$ cat src/rtl/sysx_slave.sv
`default_nettype none
// ============================================================================
//  Module   : sysx_slave
//  Purpose  : sysX peripheral-bus responder. Oversamples the master's bus
//             clock, select and MOSI lanes in the local clock domain and
//             decodes a command byte followed by four data bytes. Each
//             transaction becomes one access on a 16 x 32-bit local register
//             strobe interface. Register 15 is an internal interrupt status
//             register.
//  Ports    : iClock/iReset          local clock, async active-high reset
//             iBusClock/iBusSelect/  master bus inputs (asynchronous)
//             iBusMOSI
//             oBusMISO/oBusInterrupt slave bus outputs (MISO is 0 unless this
//                                    slave is driving read data)
//             oRegAddr/oRegWrData/   local register strobe interface
//             oRegWrite/oRegRead/
//             iRegRdData
//             iIrqRequest            local interrupt request (rising edge)
//  Revision : 1.0 - initial release
// ============================================================================
module sysx_slave #(
    parameter logic [1:0] DEVICE_ID = 2'd1
) (
    input  logic        iClock,
    input  logic        iReset,
    input  logic        iBusClock,
    input  logic [0:1]  iBusSelect,
    input  logic [0:7]  iBusMOSI,
    output logic [0:7]  oBusMISO,
    output logic        oBusInterrupt,
    output logic [0:3]  oRegAddr,
    output logic [0:31] oRegWrData,
    output logic        oRegWrite,
    output logic        oRegRead,
    input  logic [0:31] iRegRdData,
    input  logic        iIrqRequest
);

    typedef enum logic [2:0] {
        ST_IDLE  = 3'd0,
        ST_CMD   = 3'd1,
        ST_WDATA = 3'd2,
        ST_RDATA = 3'd3,
        ST_DONE  = 3'd4
    } state_t;

    localparam logic [0:3] STATUS_IDX = 4'hF;

    // Synchronizers
    logic        bclk_s1_q, bclk_s2_q, bclk_s3_q;
    logic [0:1]  sel_s1_q, sel_s2_q;
    logic [0:7]  mosi_s1_q, mosi_s2_q;
    logic        irq_s1_q, irq_s2_q, irq_s3_q;

    // Control / datapath
    logic [1:0]  settle_q;
    logic        armed_q;
    logic        pending_q;
    state_t      state_q;
    logic [0:3]  addr_q;
    logic [0:31] wr_data_q;
    logic        wr_stb_q;
    logic        rd_stb_q;
    logic        rd_d1_q, rd_d2_q;
    logic [1:0]  byte_cnt_q;
    logic [0:31] shift_q;
    logic [0:7]  miso_q;

    logic        bclk_rise, bclk_fall, irq_rise, selected, status_clr;

    assign bclk_rise = bclk_s2_q & ~bclk_s3_q;
    assign bclk_fall = ~bclk_s2_q & bclk_s3_q;
    assign irq_rise  = irq_s2_q & ~irq_s3_q;
    assign selected  = (sel_s2_q == DEVICE_ID);

    // Status read capture point: the same cycle the FSM loads the shift
    // register with {pending, 0}.
    assign status_clr = (state_q == ST_RDATA) && selected && rd_d2_q &&
                        (addr_q == STATUS_IDX);

    assign oBusMISO      = miso_q;
    assign oBusInterrupt = pending_q;
    assign oRegAddr      = addr_q;
    assign oRegWrData    = wr_data_q;
    assign oRegWrite     = wr_stb_q;
    assign oRegRead      = rd_stb_q;

    // Input synchronization, post-reset arming and interrupt pending flag
    always_ff @(posedge iClock or posedge iReset) begin
        if (iReset) begin
            bclk_s1_q <= 1'b0;
            bclk_s2_q <= 1'b0;
            bclk_s3_q <= 1'b0;
            sel_s1_q  <= 2'b00;
            sel_s2_q  <= 2'b00;
            mosi_s1_q <= 8'h00;
            mosi_s2_q <= 8'h00;
            irq_s1_q  <= 1'b0;
            irq_s2_q  <= 1'b0;
            irq_s3_q  <= 1'b0;
            settle_q  <= 2'd0;
            armed_q   <= 1'b0;
            pending_q <= 1'b0;
        end else begin
            bclk_s1_q <= iBusClock;
            bclk_s2_q <= bclk_s1_q;
            bclk_s3_q <= bclk_s2_q;
            sel_s1_q  <= iBusSelect;
            sel_s2_q  <= sel_s1_q;
            mosi_s1_q <= iBusMOSI;
            mosi_s2_q <= mosi_s1_q;
            irq_s1_q  <= iIrqRequest;
            irq_s2_q  <= irq_s1_q;
            irq_s3_q  <= irq_s2_q;

            // The cleared synchronizers read as "deselected" right after
            // reset, so a genuine deselect is only trusted once the select
            // pipeline has refilled. Until then a select held across reset
            // is ignored.
            if (settle_q != 2'd3) begin
                settle_q <= settle_q + 2'd1;
            end else if (!selected) begin
                armed_q <= 1'b1;
            end

            // A new request wins over a coincident status-read clear.
            if (irq_rise) begin
                pending_q <= 1'b1;
            end else if (status_clr) begin
                pending_q <= 1'b0;
            end
        end
    end

    // Transaction FSM with registered outputs
    always_ff @(posedge iClock or posedge iReset) begin
        if (iReset) begin
            state_q    <= ST_IDLE;
            addr_q     <= 4'h0;
            wr_data_q  <= 32'h0;
            wr_stb_q   <= 1'b0;
            rd_stb_q   <= 1'b0;
            rd_d1_q    <= 1'b0;
            rd_d2_q    <= 1'b0;
            byte_cnt_q <= 2'd0;
            shift_q    <= 32'h0;
            miso_q     <= 8'h00;
        end else begin
            wr_stb_q <= 1'b0;
            rd_stb_q <= 1'b0;
            rd_d1_q  <= 1'b0;
            rd_d2_q  <= rd_d1_q;

            if (!selected) begin
                // Deselect aborts from any state; no pending strobe survives.
                state_q <= ST_IDLE;
                miso_q  <= 8'h00;
                rd_d2_q <= 1'b0;
            end else begin
                case (state_q)
                    ST_IDLE: begin
                        if (armed_q) begin
                            state_q <= ST_CMD;
                        end
                    end
                    ST_CMD: begin
                        if (bclk_rise) begin
                            addr_q     <= mosi_s2_q[4:7];
                            byte_cnt_q <= 2'd0;
                            if (mosi_s2_q[0]) begin
                                state_q <= ST_WDATA;
                            end else begin
                                state_q  <= ST_RDATA;
                                rd_stb_q <= (mosi_s2_q[4:7] != STATUS_IDX);
                                rd_d1_q  <= 1'b1;
                            end
                        end
                    end
                    ST_WDATA: begin
                        if (bclk_rise) begin
                            shift_q    <= {shift_q[8:31], mosi_s2_q};
                            byte_cnt_q <= byte_cnt_q + 2'd1;
                            if (byte_cnt_q == 2'd3) begin
                                state_q <= ST_DONE;
                                if (addr_q != STATUS_IDX) begin
                                    wr_data_q <= {shift_q[8:31], mosi_s2_q};
                                    wr_stb_q  <= 1'b1;
                                end
                            end
                        end
                    end
                    ST_RDATA: begin
                        // Local read data is valid the cycle after the strobe;
                        // rd_d2_q marks that cycle.
                        if (rd_d2_q) begin
                            shift_q <= (addr_q == STATUS_IDX) ?
                                       {pending_q, 31'b0} : iRegRdData;
                        end else if (bclk_fall) begin
                            miso_q  <= shift_q[0:7];
                            shift_q <= {shift_q[8:31], 8'h00};
                        end
                        if (bclk_rise) begin
                            byte_cnt_q <= byte_cnt_q + 2'd1;
                            if (byte_cnt_q == 2'd3) begin
                                state_q <= ST_DONE;
                                miso_q  <= 8'h00;
                            end
                        end
                    end
                    ST_DONE: begin
                        // Hold until deselect.
                    end
                    default: begin
                        state_q <= ST_IDLE;
                    end
                endcase
            end
        end
    end

endmodule
`default_nettype wire
$ cat config.mk
export PLATFORM = sky130hd
export DESIGN_NAME = sysx_slave
export DESIGN_NICKNAME = d
export VERILOG_FILES = /design/src/rtl/sysx_slave.sv
export SDC_FILE = /design/constraint.sdc
export NUM_CORES = 1
export LEC_CHECK = 0
export CORE_ASPECT_RATIO = 1.1
export CORE_MARGIN = 10
export CORE_UTILIZATION = 33
export CTS_CLUSTER_SIZE = 14
export DETAILED_ROUTE_END_ITERATION = 6
export PLACE_DENSITY_LB_ADDON = 0.1
export SLEW_MARGIN = 25
export SYNTH_ARGS = -nofsm -noshare
export SYNTH_HDL_FRONTEND = slang
export SYNTH_SLANG_ARGS = --single-unit
$ cat constraint.sdc
create_clock -name iClock -period 4.95 [get_ports iClock]
set_clock_uncertainty 0.2 [all_clocks]
set_input_delay 0.7425 -clock iClock [delete_from_list [all_inputs] [get_ports iClock]]
set_output_delay 0.7425 -clock iClock [all_outputs]
set_load 0.01 [all_outputs]
# Word-level counts from Yosys, hierarchy flattened
# Cells that the tools add are included.
# totals
input_bits	46
romBits	0
wordCells	104
ram_bits	0
memories	0
latch_bits	0
reg_bits	115
output_inout_bits	47
# op_classes
n_eq_ne	20
n_bitwise	8
order_cmp	0
add_sub_neg	2
mux	37
n_shift	0
mul	0
n_div	0
reduce_logical	14
# ops
cell	count
32-bit 2-to-1 mux	4
32-bit one-hot mux with 2 select lines	1
8-bit 2-to-1 mux	6
1-bit 2-to-1 mux	17
3-bit 2-to-1 mux	5
3-bit != test, second input constant	4
3-bit one-hot mux with 4 select lines	1
5-bit AND reduction	2
2-bit != test, second input constant	4
4-bit != test, second input constant	2
4-bit AND reduction	2
3-bit by 2-bit == test with 1-bit output, second input constant	2
2-bit nonzero test	3
1-bit NOT	5
2-bit by 1-bit adder with 2-bit output, second input constant	2
4-bit == test, second input constant	1
2-bit 2-to-1 mux	2
2-bit by 1-bit != test with 1-bit output, second input constant	2
2-bit one-hot mux with 2 select lines	1
1-bit bitwise AND	3
3-bit by 1-bit == test with 1-bit output, second input constant	1
3-bit == test, second input constant	1
1-bit logical AND	3
3-bit zero test	1
other kinds (6)	6

# Longest topological paths before layout
# logic_depth
word_depth	8
mapped_depth	6
depth_no_buf	5

# Worst setup path before layout
# Ideal clock, no wire load.
# synth_timing
kind	register to register
start	register sel_s2_q[0] (netlist name)
end	register wr_data_q (netlist bit oRegWrData[1])
t_arrival_ns	1.787
setup_ns	0.125
path_slack_ns	2.839
period_less_slack_ns	2.111
n_path_buf	2
path_stages_with_launch	7
t_required_ns	4.625
path_cell_list	dfrtp_1 nand2b_1 buf_6 or2_4 nor4_4 buf_6 mux2_2
# synth_via
elab_chain_cells	2
# synth_lines
element	line	rtl
start: declaration	51	logic [0:1] sel_s1_q, sel_s2_q;
start signal: assignment	109	sel_s2_q <= sel_s1_q;
2-bit by 1-bit == test with 1-bit output	74	assign selected = (sel_s2_q == DEVICE_ID);
5-bit AND reduction (no line)	--	
end signal: assignment	186	wr_data_q <= {shift_q[8:31], mosi_s2_q};
end: declaration	61	logic [0:31] wr_data_q;
# No other way between the ends.
# A chain may end at the register's enable or synchronous reset.

# Worst setup path in the final report
# layout_timing
start	register sel_s2_q[0] (netlist name)
end	register wr_data_q (netlist bit oRegWrData[23])
# Same word-level chain as after synthesis.

==> key figures <==
Global routing
  • Total GRT Usage: 0.1194
  • Largest net degree at the start of global routing: 59
  • First-pass GRT wire length: 17620 µm
  • GRT overflow: 0
  • Initial antenna violation count: 0
  • Vias in the first global route: roughly 3100

Synth
  • Synth warnings: 0
  • Mean post-synth cell area: 15.20 µm²
  • Asr flop ratio synth: 1.000
  • Seq/Total Area, Yosys: 0.6376
  • Mapped Nets: about 350
  • Primary FF master, synth: dfrtp_1
  • Most frequent cell after synthesis: dfrtp_1
  • Seq cells post-synth: ~120
  • Synth Instances: slightly below 300
  • Synth area leaders: dfrtp_1 64%, mux2_2 16%, a22o_1 7.6%, mux2_4 1.3%, buf_6 1.2%
  • Post-synth top area share: 0.6376
  • Synth area leader: dfrtp_1
  • Synth cell types: 37
  • Post-synth top cells: 115 x dfrtp_1, 66 x mux2_2, 39 x a22o_1
  • Synthesized cell area: around 0.0045 mm²
  • EDFF count, synth: 0

Power and ir drop
  • VDD IR max: around 200 µV
  • Pwr Total: approximately 2300 µW
  • PD cells: between 300 and 400 mW/mm²
  • Static Leak: 0.002807 µW

Cells and area
  • Layout net count: 447
  • Area growth syn-to-layout: 38.06%
  • Fin area: 0.006231 mm²
  • # fillers: approximately 1200
  • Reg area: about 0.0029 mm²
  • Share of post-route cells with drive strength above 1: 0.2767
  • Area taken by multi-input logic gates: about 0.0015 mm²
  • Ant diodes: 0

Critical path
  • Crit. End Element: flip-flop
  • Worst Path Arrival: between 2 and 2.5 ns
  • Setup crit start: sel_s2_q[0]
  • Max stage delay on crit path: 0.45 ns
  • CP Max Fanout: 32
  • Worst Path Class, Setup: flip-flop to flip-flop
  • Slowest CP cell: buf_4
  • Setup crit end: oRegWrData[23]
  • Worst-path cell chain: nand2b_1 > or2_4 > nor4_4 > buf_4 > mux2_2
  • Startpoint types: flip-flop
  • Critical path required time: around 5 ns
  • Reg-to-Reg Start: sel_s2_q[0]
  • R2r endpoint: oRegWrData[23]
  • R2R depth: 5
  • R2R Setup Slk: around 2.5 ns

Routing
  • DRT iter0 DRCs: 150
  • DRC Markers: 0
  • DRT Wirelength: between 10000 and 15000 µm
  • Vias after detailed routing: around 2800
  • DR vias/cell: between 4 and 5
  • Wirelength per Cell: ~18 µm
  • Post-DRT Antenna Nets: 0
  • DRT Pass-1 Iters: 4

CTS
  • Clk Latency, worst-skew pair: 0.40 ns
  • Root Driver: clkbuf_16
  • PostCTS Resize Cnt: 0
  • Postcts setup bufs: 0
  • Hold_buf cts: 0
  • Clk buf depth: 2
  • Htree depth: 4
  • TritonCTS Buffers: 17
  • Clk slew on worst S/H paths: about 0.06 ns
  • Clk sinks: around 120
  • CTS tree: yes

Floorplan
  • Rows: 44
  • Ports: between 90 and 100
  • DIE WIDTH: ~130 µm
  • Total Die Area: 0.01876 mm²
  • Initial cell density of the core: 0.3387
  • Die height: approximately 140 µm
  • CORE AREA: about 0.013 mm²

STA
  • Final period util: 0.4856
  • Max Fclk: around 420 MHz
  • RSZ-0062 raised after global routing: false
  • Worst-Margin Slew: slightly above 0.9 ns
  • Tmin final: around 2.4 ns
  • Max_slew headroom: 0.3831
  • Final setup viols: 0
  • Setup TNS: 0 ns
  • Endpoints failing hold: 0
  • Slew Limit Fails: 0

Flow run
  • Max Cap Violations: 0

Hold path
  • Hold crit path type: flip-flop to flip-flop

Placement
  • Cell Area, Placed: between 0.005 and 0.006 mm²
  • Hpwl dp: roughly 7600 µm
  • GPL Wtd Cong: between 0.7 and 0.8
  • # port buffers: slightly above 90

Run status
  • Status: finished clean
critical path, delay by kind of cell (launching register included):
family,cells,cell delay [ns]
buffers and inverters,1,0.45
DFF,1,0.36
muxes,1,0.39
and+or+nand+nor,3,0.86
power breakdown:
part           internal [µW]  leakage, µW  switching, µW
logic                   64.5      0.00100           43.6
clock network            815     0.000283            432
registers                963      0.00152           19.4
state kept, by name, summed over array words and instances (netlist names), 3 cells and up:
signal / count
mosi_s1_q: 8
oRegAddr: 4
oRegWrData: 32
mosi_s2_q: 8
oBusMISO: 8
state_q: 3
shift_q: 32
cells by family (layout without fill, tap and decap cells):
| kind of cell | Yosys count | after routing | synth area share |
|---|---|---|---|
| flops | 115 | 115 | 0.6376 |
| mux | 73 | 73 | 0.1849 |
| compound gates | 51 | 51 | 0.09315 |
| simple gates | 33 | 33 | 0.04824 |
| buf+inv | 22 | 137 | 0.02855 |
| fa+ha+maj | 2 | 2 | 0.005544 |
| xor+xnor | 1 | 1 | 0.001941 |
stage by stage:
stage               instances    util  setup WS, ns  hold WS [ns]
finish                    596  0.4677         2.546        0.1406
CTS                       596  0.4677         2.519        0.1418
global placement          564  0.4218         2.533        0.1322
detailed placement        564  0.4218         2.524        0.1347
floorplan                 297       -        0.9634        0.1312
global route              596  0.4677         2.403        0.1515
routing by layer:
layer	global-route usage	part of all wire	vias up
li1	-	-	1304
met1	0.1460	0.45	1439
met2	0.1858	0.48	74
met3	0.05088	0.062	8
met4	0.04218	0.011	0
met5	0	0	-
area by class of cell:
| type | count | area share |
|---|---|---|
| clock buffer | 19 | 0.07269 |
| clock inverter | 13 | 0.02550 |
| multi-input combinational | 160 | 0.2434 |
| tap | 184 | 0.03695 |
| inverter | 7 | 0.004618 |
| timing repair buffer | 98 | 0.1550 |
| sequential | 115 | 0.4618 |
placed cells by master, fill, tap and decap left out, types with 3 or more instances in the layout:
cell / instances
a21oi_1: 3
a22o_1: 39
buf_4: 6
bufinv_16: 3
clkbuf_16: 17
clkdlybuf4s50_1: 92
clkinv_2: 3
clkinvlp_4: 6
dfrtp_1: 115
inv_1: 6
mux2_2: 66
mux2_4: 4
nand2_1: 4
nor2_1: 4
o21ai_0: 3
worst min path at each step:
stage	start	endpoint	slack (ns)	cells after the start
2_1_floorplan	bclk_s1_q	bclk_s2_q	0.13	0
6_report	sel_s1_q[1]	sel_s2_q[1]	0.14	0
3_5_place_dp	mosi_s1_q[0]	mosi_s2_q[0]	0.13	0
5_1_grt	sel_s1_q[1]	sel_s2_q[1]	0.15	0
4_1_cts	sel_s1_q[1]	sel_s2_q[1]	0.14	0
3_3_place_gp	mosi_s1_q[5]	mosi_s2_q[5]	0.13	0
No activity file was read; power rests on OpenSTA's default activity.
